**src/rtl/instr_encoder.sv**
```systemverilog
// Sequential RV32I instruction encoder and instruction-memory loader.
// Captures symbolic commands over a valid/ready handshake, encodes them into
// 32-bit machine words and writes them to consecutive words from address 0.
//
// state | meaning
// IDLE  | ready for a command; fields captured on valid&ready
// ENC   | encode captured fields into imem_wdata, or flag an illegal class
// WR    | drive the write strobe at the write pointer, then advance
// DONE  | program complete or memory full; wait for clear
module instr_encoder #(
    parameter int ADDR_W = 6
) (
    input  logic              clk,
    input  logic              reset,
    input  logic              cmd_valid,
    output logic              cmd_ready,
    input  logic [2:0]        cmd_class,
    input  logic [2:0]        cmd_funct3,
    input  logic              cmd_funct7b5,
    input  logic [4:0]        cmd_rd,
    input  logic [4:0]        cmd_rs1,
    input  logic [4:0]        cmd_rs2,
    input  logic [20:0]       cmd_imm,
    input  logic              cmd_last,
    input  logic              clear,
    output logic              imem_we,
    output logic [ADDR_W-1:0] imem_addr,
    output logic [31:0]       imem_wdata,
    output logic [ADDR_W:0]   count,
    output logic              done,
    output logic              error
);

    typedef enum logic [1:0] {
        IDLE = 2'd0,
        ENC  = 2'd1,
        WR   = 2'd2,
        DONE = 2'd3
    } state_t;

    localparam logic [2:0] CLS_LOAD   = 3'd0;
    localparam logic [2:0] CLS_STORE  = 3'd1;
    localparam logic [2:0] CLS_REG    = 3'd2;
    localparam logic [2:0] CLS_BRANCH = 3'd3;
    localparam logic [2:0] CLS_IMM    = 3'd4;
    localparam logic [2:0] CLS_JUMP   = 3'd5;

    localparam logic [6:0] OP_LOAD   = 7'b0000011;
    localparam logic [6:0] OP_STORE  = 7'b0100011;
    localparam logic [6:0] OP_REG    = 7'b0110011;
    localparam logic [6:0] OP_BRANCH = 7'b1100011;
    localparam logic [6:0] OP_IMM    = 7'b0010011;
    localparam logic [6:0] OP_JUMP   = 7'b1101111;

    localparam logic [ADDR_W:0]   CNT_ONE  = {{ADDR_W{1'b0}}, 1'b1};
    localparam logic [ADDR_W-1:0] PTR_LAST = {ADDR_W{1'b1}};

    state_t state_q, state_nxt;

    logic [2:0]  cls_q;
    logic [2:0]  f3_q;
    logic        b5_q;
    logic [4:0]  rd_q;
    logic [4:0]  rs1_q;
    logic [4:0]  rs2_q;
    logic [20:0] imm_q;
    logic        last_q;

    logic [31:0]       wdata_q;
    logic [ADDR_W:0]   count_q;
    logic              error_q;
    logic [31:0]       enc_word;
    logic              enc_legal;
    logic              accept;
    logic              ptr_full;

    assign accept   = (state_q == IDLE) && cmd_valid;
    assign ptr_full = (count_q[ADDR_W-1:0] == PTR_LAST);

    // Pure field assembly from the captured command; shifts by immediate carry funct7b5.
    always_comb begin
        enc_word  = 32'h0;
        enc_legal = 1'b1;
        case (cls_q)
            CLS_LOAD:   enc_word = {imm_q[11:0], rs1_q, f3_q, rd_q, OP_LOAD};
            CLS_STORE:  enc_word = {imm_q[11:5], rs2_q, rs1_q, f3_q, imm_q[4:0], OP_STORE};
            CLS_REG:    enc_word = {1'b0, b5_q, 5'b00000, rs2_q, rs1_q, f3_q, rd_q, OP_REG};
            CLS_BRANCH: enc_word = {imm_q[12], imm_q[10:5], rs2_q, rs1_q, f3_q,
                                    imm_q[4:1], imm_q[11], OP_BRANCH};
            CLS_IMM: begin
                if (f3_q == 3'b001 || f3_q == 3'b101)
                    enc_word = {1'b0, b5_q, 5'b00000, imm_q[4:0], rs1_q, f3_q, rd_q, OP_IMM};
                else
                    enc_word = {imm_q[11:0], rs1_q, f3_q, rd_q, OP_IMM};
            end
            CLS_JUMP:   enc_word = {imm_q[20], imm_q[10:1], imm_q[11], imm_q[19:12],
                                    rd_q, OP_JUMP};
            default:    enc_legal = 1'b0;
        endcase
    end

    // State register.
    always_ff @(posedge clk) begin
        if (reset)
            state_q <= IDLE;
        else
            state_q <= state_nxt;
    end

    // Next-state logic; an illegal command never reaches WR, so cmd_last on it is moot.
    always_comb begin
        state_nxt = state_q;
        case (state_q)
            IDLE: if (cmd_valid) state_nxt = ENC;
            ENC:  state_nxt = enc_legal ? WR : IDLE;
            WR:   state_nxt = (last_q || ptr_full) ? DONE : IDLE;
            DONE: if (clear) state_nxt = IDLE;
            default: state_nxt = IDLE;
        endcase
    end

    // Command capture; only on a completed handshake.
    always_ff @(posedge clk) begin
        if (reset) begin
            cls_q  <= 3'd0;
            f3_q   <= 3'd0;
            b5_q   <= 1'b0;
            rd_q   <= 5'd0;
            rs1_q  <= 5'd0;
            rs2_q  <= 5'd0;
            imm_q  <= 21'd0;
            last_q <= 1'b0;
        end else if (accept) begin
            cls_q  <= cmd_class;
            f3_q   <= cmd_funct3;
            b5_q   <= cmd_funct7b5;
            rd_q   <= cmd_rd;
            rs1_q  <= cmd_rs1;
            rs2_q  <= cmd_rs2;
            imm_q  <= cmd_imm;
            last_q <= cmd_last;
        end
    end

    // Encoded word, write count/pointer and sticky error flag.
    always_ff @(posedge clk) begin
        if (reset) begin
            wdata_q <= 32'h0;
            count_q <= '0;
            error_q <= 1'b0;
        end else begin
            case (state_q)
                ENC: begin
                    if (enc_legal) wdata_q <= enc_word;
                    else           error_q <= 1'b1;
                end
                WR:   count_q <= count_q + CNT_ONE;
                DONE: begin
                    if (clear) begin
                        count_q <= '0;
                        error_q <= 1'b0;
                    end
                end
                default: ;
            endcase
        end
    end

    // The write pointer is the low bits of count; full leaves count at 2^ADDR_W.
    assign cmd_ready  = (state_q == IDLE);
    assign imem_we    = (state_q == WR);
    assign done       = (state_q == DONE);
    assign imem_addr  = count_q[ADDR_W-1:0];
    assign imem_wdata = wdata_q;
    assign count      = count_q;
    assign error      = error_q;

endmodule

```
**config.mk**
```make
export PLATFORM = sky130hd
export DESIGN_NAME = instr_encoder
export DESIGN_NICKNAME = d
export VERILOG_FILES = /design/src/rtl/instr_encoder.sv
export SDC_FILE = /design/constraint.sdc
export NUM_CORES = 1
export LEC_CHECK = 0
export ABC_AREA = 1
export ABC_CLOCK_PERIOD_IN_PS = 1200
export CORE_MARGIN = 8
export CORE_UTILIZATION = 43
export CTS_BUF_LIST = sky130_fd_sc_hd__clkbuf_8 sky130_fd_sc_hd__clkbuf_16
export DETAILED_ROUTE_END_ITERATION = 7
export MAX_ROUTING_LAYER = met4
export PLACE_DENSITY = 0.76
export RECOVER_POWER = 25
export SETUP_SLACK_MARGIN = 0.02
export SLEW_MARGIN = 30
export SYNTH_ARGS = -nofsm -noshare
export SYNTH_HDL_FRONTEND = slang
export SYNTH_SLANG_ARGS = --single-unit
```
**constraint.sdc**
```tcl
create_clock -name clk -period 1.2 [get_ports clk]
set_clock_uncertainty 0.1 [all_clocks]
set_input_delay 0.24 -clock clk [delete_from_list [all_inputs] [get_ports clk]]
set_output_delay 0.24 -clock clk [all_outputs]
set_load 0.05 [all_outputs]
```
### Word-level counts from Yosys, hierarchy flattened

Index checks and enable logic that the tools add are counted.
Widths: inputs -> output; s select.

| cells by class | value |
|---|---|
| reductions and logical operators | 12 |
| equality and inequality tests | 14 |
| add/sub/neg operators | 1 |
| muxes and demuxes | 13 |

Operator list:

| cell | number |
|---|---|
| $pmux 32 s6 | 1 |
| $mux 32 | 1 |
| $pmux 7 s2 | 1 |
| $eq 3x3->1 const B | 3 |
| $mux 2 | 4 |
| $pmux 2 s4 | 1 |
| $add 7x1->7 const B | 1 |
| $mux 7 | 1 |
| $eq 3x1->1 const B | 2 |
| $eq 3x2->1 const B | 2 |
| $eq 6x6->1 const B | 1 |
| $ne 2x2->1 const B | 3 |
| $reduce_and 2->1 | 3 |
| $reduce_or 6->1 | 1 |
| $eq 2x2->1 const B | 2 |
| $reduce_bool 2->1 | 2 |
| $logic_not 3->1 | 1 |
| $mux 1 | 3 |
| $reduce_and 3->1 | 1 |
| $eq 2x1->1 const B | 1 |
| $logic_not 2->1 | 1 |
| $logic_or 1x1->1 | 2 |
| $pmux 1 s2 | 1 |
| $logic_and 1x1->1 | 1 |

| word-level totals | value |
|---|---|
| register bits | 86 |
| output and inout bits | 49 |
| bits of input ports | 48 |
| logic and storage cells | 52 |

### Logic depth before layout (Yosys ltp)

Gate-level depths: netlist (run 1).

| depth | value |
|---|---|
| depth after elaboration | 5 |
| depth in mapped cells | 9 |
| depth with buffers taken out | 9 |

### Worst setup path before layout (run 1)

Ideal clock, no wire load.

| path | value |
|---|---|
| path type | register -> register |
| start | reg count_q[0], in the netlist count[0] |
| end | reg count_q[6], in the netlist count[6] |
| required time | 0.985 ns |
| library setup time | 0.115 ns |
| setup slack | -0.525 ns |
| clock period less this slack | 1.725 ns |
| path buffers | 0 |
| data arrival time | 1.510 ns |
| stages on the path, launching flop included | 6 |
| cells stage by stage | dfxtp_1 -> ha_1 -> nand2_1 -> nor3_2 -> nand3_1 -> and3_1 |

| on the way | value |
|---|---|
| word-level cells in the longest chain between the ends | 2 |

RTL lines:

| item | line | RTL |
|---|---|---|
| from (decl) | 70 | `logic [ADDR_W:0] count_q;` |
| from (signal assigned) | 157 | `WR: count_q <= count_q + CNT_ONE;` |
| $add 7x1->7 | 157 |  |
| $pmux 7 s2 | 152 | `case (state_q)` |

No other way between the ends.
A chain may end at the register's enable or synchronous reset.

### Worst setup path in the final report (run 1)

| path | value |
|---|---|
| start | reg state_q[0] |
| end | reg wdata_q[12], in the netlist imem_wdata[12] |

| on the way | value |
|---|---|
| word-level cells in the longest chain between the ends | 2 |

RTL lines:

| item | line | RTL |
|---|---|---|
| from (decl) | 58 | `state_t state_q, state_nxt;` |
| from (signal assigned) | 107 | `state_q <= state_nxt;` |
| $eq 2x1->1 | 152 |  |
| $reduce_and 2->1 (no line) | -- |  |
| to (signal assigned) | 154 | `if (enc_legal) wdata_q <= enc_word;` |
| to (decl) | 69 | `logic [31:0] wdata_q;` |

No other way between the ends.

==> results.sh, run 1 <==
export IMPL_syn_to_final_growth_pct=102
export IMPL_grt_usage=0.286
export IMPL_min_period_ps=1630
export IMPL_grt_remaining_overflow=0
export IMPL_routedWlPerCell_um=26.0
export IMPL_holdPathEnd="imm_q[14]$_SDFFE_PP0P_"
export IMPL_clockBufferDepth=2
export IMPL_cts_tree="yes"
export IMPL_end_kind="flop"
export IMPL_yosysWarnings=0
export IMPL_crit_type="flop to flop"
export IMPL_syn_inst=466
export IMPL_finalHoldViolCount=0
export IMPL_ys_top_cells_by_area="dfxtp_1 49%, nor2_1 9.9%, nand2_1 9.0%"
export IMPL_start_util=0.444
export IMPL_vias_per_cell=6.19
export IMPL_cp_cell_sequence="buf_6 -> nand2_8 -> inv_4 -> nand2_8 -> nor2_4 -> nand2_2 -> nand3_2 -> nand2_1 -> inv_1"
export IMPL_cp_slowest_stage_delay_ps=410
export IMPL_synth_top_area_frac=0.488
export IMPL_hpwl_um=7770
export IMPL_violations="setup timing"
export IMPL_clk_pin_slew_ps=90
export IMPL_powerDensity_mw_per_mm2=1170
export IMPL_synth_area_per_cell_um2=7.40
export IMPL_fin_cells=740
export IMPL_critPathMaxFanout=8
export IMPL_gp_congestion=0.866
export IMPL_die_h_um=106
export IMPL_reg2regPathDepth=9
export IMPL_worst_slew_pin_slew_ps=342
export IMPL_ir_drop_mv=0.892
export IMPL_synth_net_count=515
export IMPL_setup_slack_ps=-432
export IMPL_path_buf_inv=3
export IMPL_clockPowerShare=0.276
export IMPL_grt_pass1_wl_um=24600
export IMPL_core_area_mm2=0.00777
export IMPL_hp_class="primary input to flop"
export IMPL_drc=0
export IMPL_yosysSeqAreaShare=0.488
export IMPL_antenna_found_initial=1
export IMPL_outcome="complete, but fails checks"
export IMPL_io_buffers=96
export IMPL_rows=32
export IMPL_firstDrtPassIters=5
export IMPL_hold_depth=3
export IMPL_fp_dieArea_mm2=0.0111
export IMPL_critPathLaunchType="flop"
export IMPL_cts_made_buffers=9
export IMPL_die_width_um=106
export IMPL_cp_arrival_ps=1860
export IMPL_syn_cell_area_mm2=0.00345
export IMPL_cts_htree_levels=3
export IMPL_drive_above_1_share=0.554
export IMPL_fin_crit_sh=1.36
export IMPL_yosysUniqueCellTypes=27
export IMPL_r2r_start="state_q[0]$_SDFFE_PP0P_"
export IMPL_setup_viol=133
export IMPL_worst_path_stages=9
export IMPL_drv_slew=0
export IMPL_ys_seq_elements=84
export IMPL_clk_latency_ps=390
export IMPL_crit_required_ps=1430
export IMPL_grt_max_degree=39
export IMPL_regToRegEndpoint="imem_wdata[12]$_SDFFE_PP0P_"
export IMPL_antenna_left=0
export IMPL_switching_share=0.346
export IMPL_slowest_stage="dfxtp_4"
export IMPL_nNetsFinal=682
export IMPL_nFillCells=270
export IMPL_io_pins=97
export IMPL_cp_common_cell="nand2_8"
export IMPL_intPower_mw=5.35
export IMPL_clock_root_buffer="clkbuf_8"
export IMPL_hp_start="cmd_imm[14]"
export IMPL_postPlaceCellArea_mm2=0.00525
export IMPL_wirelength_um=19300
export IMPL_combPwrFrac=0.323
export IMPL_fmax_mhz=613
export IMPL_final_area_mm2=0.00697
export IMPL_slew_headroom=0.771
export IMPL_vias=4583
export IMPL_p_sw_mw=2.83
export IMPL_synth_largest_area_cell="dfxtp_1"
export IMPL_rsz0062_at_grt="true"
export IMPL_critPathTopFamily="simple AND/OR/NAND/NOR gates"
export IMPL_cts_sinks=84
export IMPL_initialDrtViolationCount=463
export IMPL_grt_pass1_vias=4466
export IMPL_placed_cells=669
export IMPL_leakagePower_nw=2.85
export IMPL_reg2reg_slack_ps=-430
export IMPL_max_cap_viol_count=0
export IMPL_seqPwrFrac=0.400
==> synthesized netlist by cell type, drive strengths merged <==
library cell / n
nor2: 97
nand2: 88
dfxtp: 84
o21ai: 63
a21oi: 35
inv: 31
nand3: 24
buf: 19
clkbuf: 11
a31oi: 7
nor3: 4
and3: 1
clkinv: 1
ha: 1
==> worst max-delay path by stage <==
stage	start	end
after floorplan	state_q[0]$_SDFFE_PP0P_	f3_q[0]$_SDFFE_PP0P_
after global placement	cmd_valid	cls_q[0]$_SDFFE_PP0P_
after global routing	cls_q[1]$_SDFFE_PP0P_	imem_wdata[22]$_SDFFE_PP0P_
final	state_q[0]$_SDFFE_PP0P_	imem_wdata[12]$_SDFFE_PP0P_
after detailed placement	cmd_valid	imm_q[10]$_SDFFE_PP0P_
after CTS	state_q[0]$_SDFFE_PP0P_	imem_we
==> per-layer routing <==
layer | share of wire | wire length [um] | GRT usage | vias up
met1 | 0.36 | 6860 | 0.320 | 2153
met5 | 0 | 0 | - | -
met3 | 0.10 | 2000 | 0.0700 | 142
li1 | - | - | - | 1833
met2 | 0.47 | 9140 | 0.453 | 455
met4 | 0.066 | 1270 | 0.178 | 0
==> worst register-to-register path, delay by kind of cell, from the launching register on <==
family	cells	cell delay (ps)
simple gates	6	760
flops	1	410
buf+inv	3	320
==> power by group through the flow <==
stage | combinational, mW | sequential [mW] | clock [mW]
floorplan | 0.624 | 3.40 | 0
global placement | 1.56 | 3.24 | 0
detailed placement | 1.60 | 3.24 | 0
CTS | 2.18 | 3.20 | 2.11
global route | 2.71 | 3.28 | 2.36
finish | 2.64 | 3.28 | 2.26
==> cells by family (layout without fill, tap and decap cells) <==
kind of cell	Yosys count	in the layout	share of synthesized area
and+or+nand+nor	214	215	0.261
buffers and inverters	62	232	0.0918
adders and majority gates	1	1	0.00363
DFF	84	84	0.488
AOI/OAI and AO/OA	105	105	0.156
other	0	1	0
==> placed cells by master, fill, tap and decap left out, types with 2 or more instances in the layout <==
| cell | n |
|---|---|
| a21oi_1 | 13 |
| a21oi_2 | 20 |
| a21oi_4 | 2 |
| a31oi_1 | 6 |
| buf_12 | 64 |
| buf_16 | 4 |
| buf_4 | 45 |
| buf_6 | 22 |
| buf_8 | 2 |
| clkbuf_16 | 2 |
| clkbuf_8 | 10 |
| clkdlybuf4s50_1 | 47 |
| clkinvlp_4 | 2 |
| dfxtp_1 | 41 |
| dfxtp_2 | 13 |
| dfxtp_4 | 30 |
| inv_1 | 22 |
| inv_2 | 6 |
| nand2_1 | 68 |
| nand2_2 | 13 |
| nand2_4 | 3 |
| nand2_8 | 4 |
| nand3_1 | 15 |
| nand3_2 | 7 |
| nand3_4 | 2 |
| nor2_1 | 49 |
| nor2_2 | 27 |
| nor2_4 | 22 |
| nor3_1 | 2 |
| o21ai_0 | 12 |
| o21ai_1 | 7 |
| o21ai_2 | 34 |
| o21ai_4 | 10 |
==> per-stage QoR <==
step | util | setup WS (ps) | total power [mW] | hold WS [ps] | setup TNS (ps)
finish | 0.898 | -432 | 8.18 | 369 | -26790
CTS | 0.829 | -258 | 7.50 | 378 | -16100
floorplan | - | -177 | 4.02 | 209 | -8100
global route | 0.898 | -535 | 8.35 | 386 | -29570
detailed placement | 0.676 | -329 | 4.84 | 367 | -21030
global placement | 0.676 | -328 | 4.79 | 348 | -18550
==> state kept, by name, summed over array words and instances (netlist names) <==
| register | count |
|---|---|
| b5_q | 1 |
| cls_q | 3 |
| count | 7 |
| error | 1 |
| f3_q | 3 |
| imem_wdata | 30 |
| imm_q | 21 |
| last_q | 1 |
| rd_q | 5 |
| rs1_q | 5 |
| rs2_q | 5 |
| state_q | 2 |
==> layout make-up <==
| class | count | area (um2) | share of cell area |
|---|---|---|---|
| diodes | 1 | 2.50 | 0.000359 |
| repair buffers | 185 | 2500 | 0.359 |
| well taps | 102 | 128 | 0.0183 |
| flip-flops and latches | 84 | 1810 | 0.260 |
| clock buffers | 11 | 163 | 0.0233 |
| clock inverters | 4 | 47.5 | 0.00682 |
| multi-input cells | 321 | 2180 | 0.312 |
| inverters | 32 | 143 | 0.0205 |
==> what timing repair did <==
| action | in CTS | in global routing |
|---|---|---|
| buffers inserted | 31 | 22 |
| hold buffers | 0 | 0 |
| resized for setup | 174 | 145 |
| setup endpoints to repair | 132 | 133 |
| cloned | 10 | 2 |
| pin swaps | 41 | 27 |
Power figures use the tool's default switching activity.
==> run 2, diff against run 1 <==
--- a/config.mk
+++ b/config.mk
@@ -10,6 +10,7 @@
 export CORE_MARGIN = 8
 export CORE_UTILIZATION = 43
 export CTS_BUF_LIST = sky130_fd_sc_hd__clkbuf_8 sky130_fd_sc_hd__clkbuf_16
+export CTS_CLUSTER_DIAMETER = 60
 export DETAILED_ROUTE_END_ITERATION = 7
 export MAX_ROUTING_LAYER = met4
 export PLACE_DENSITY = 0.76
==> results of run 2 <==
No change in the layout: final DEF, timing and power equal those of run 1.
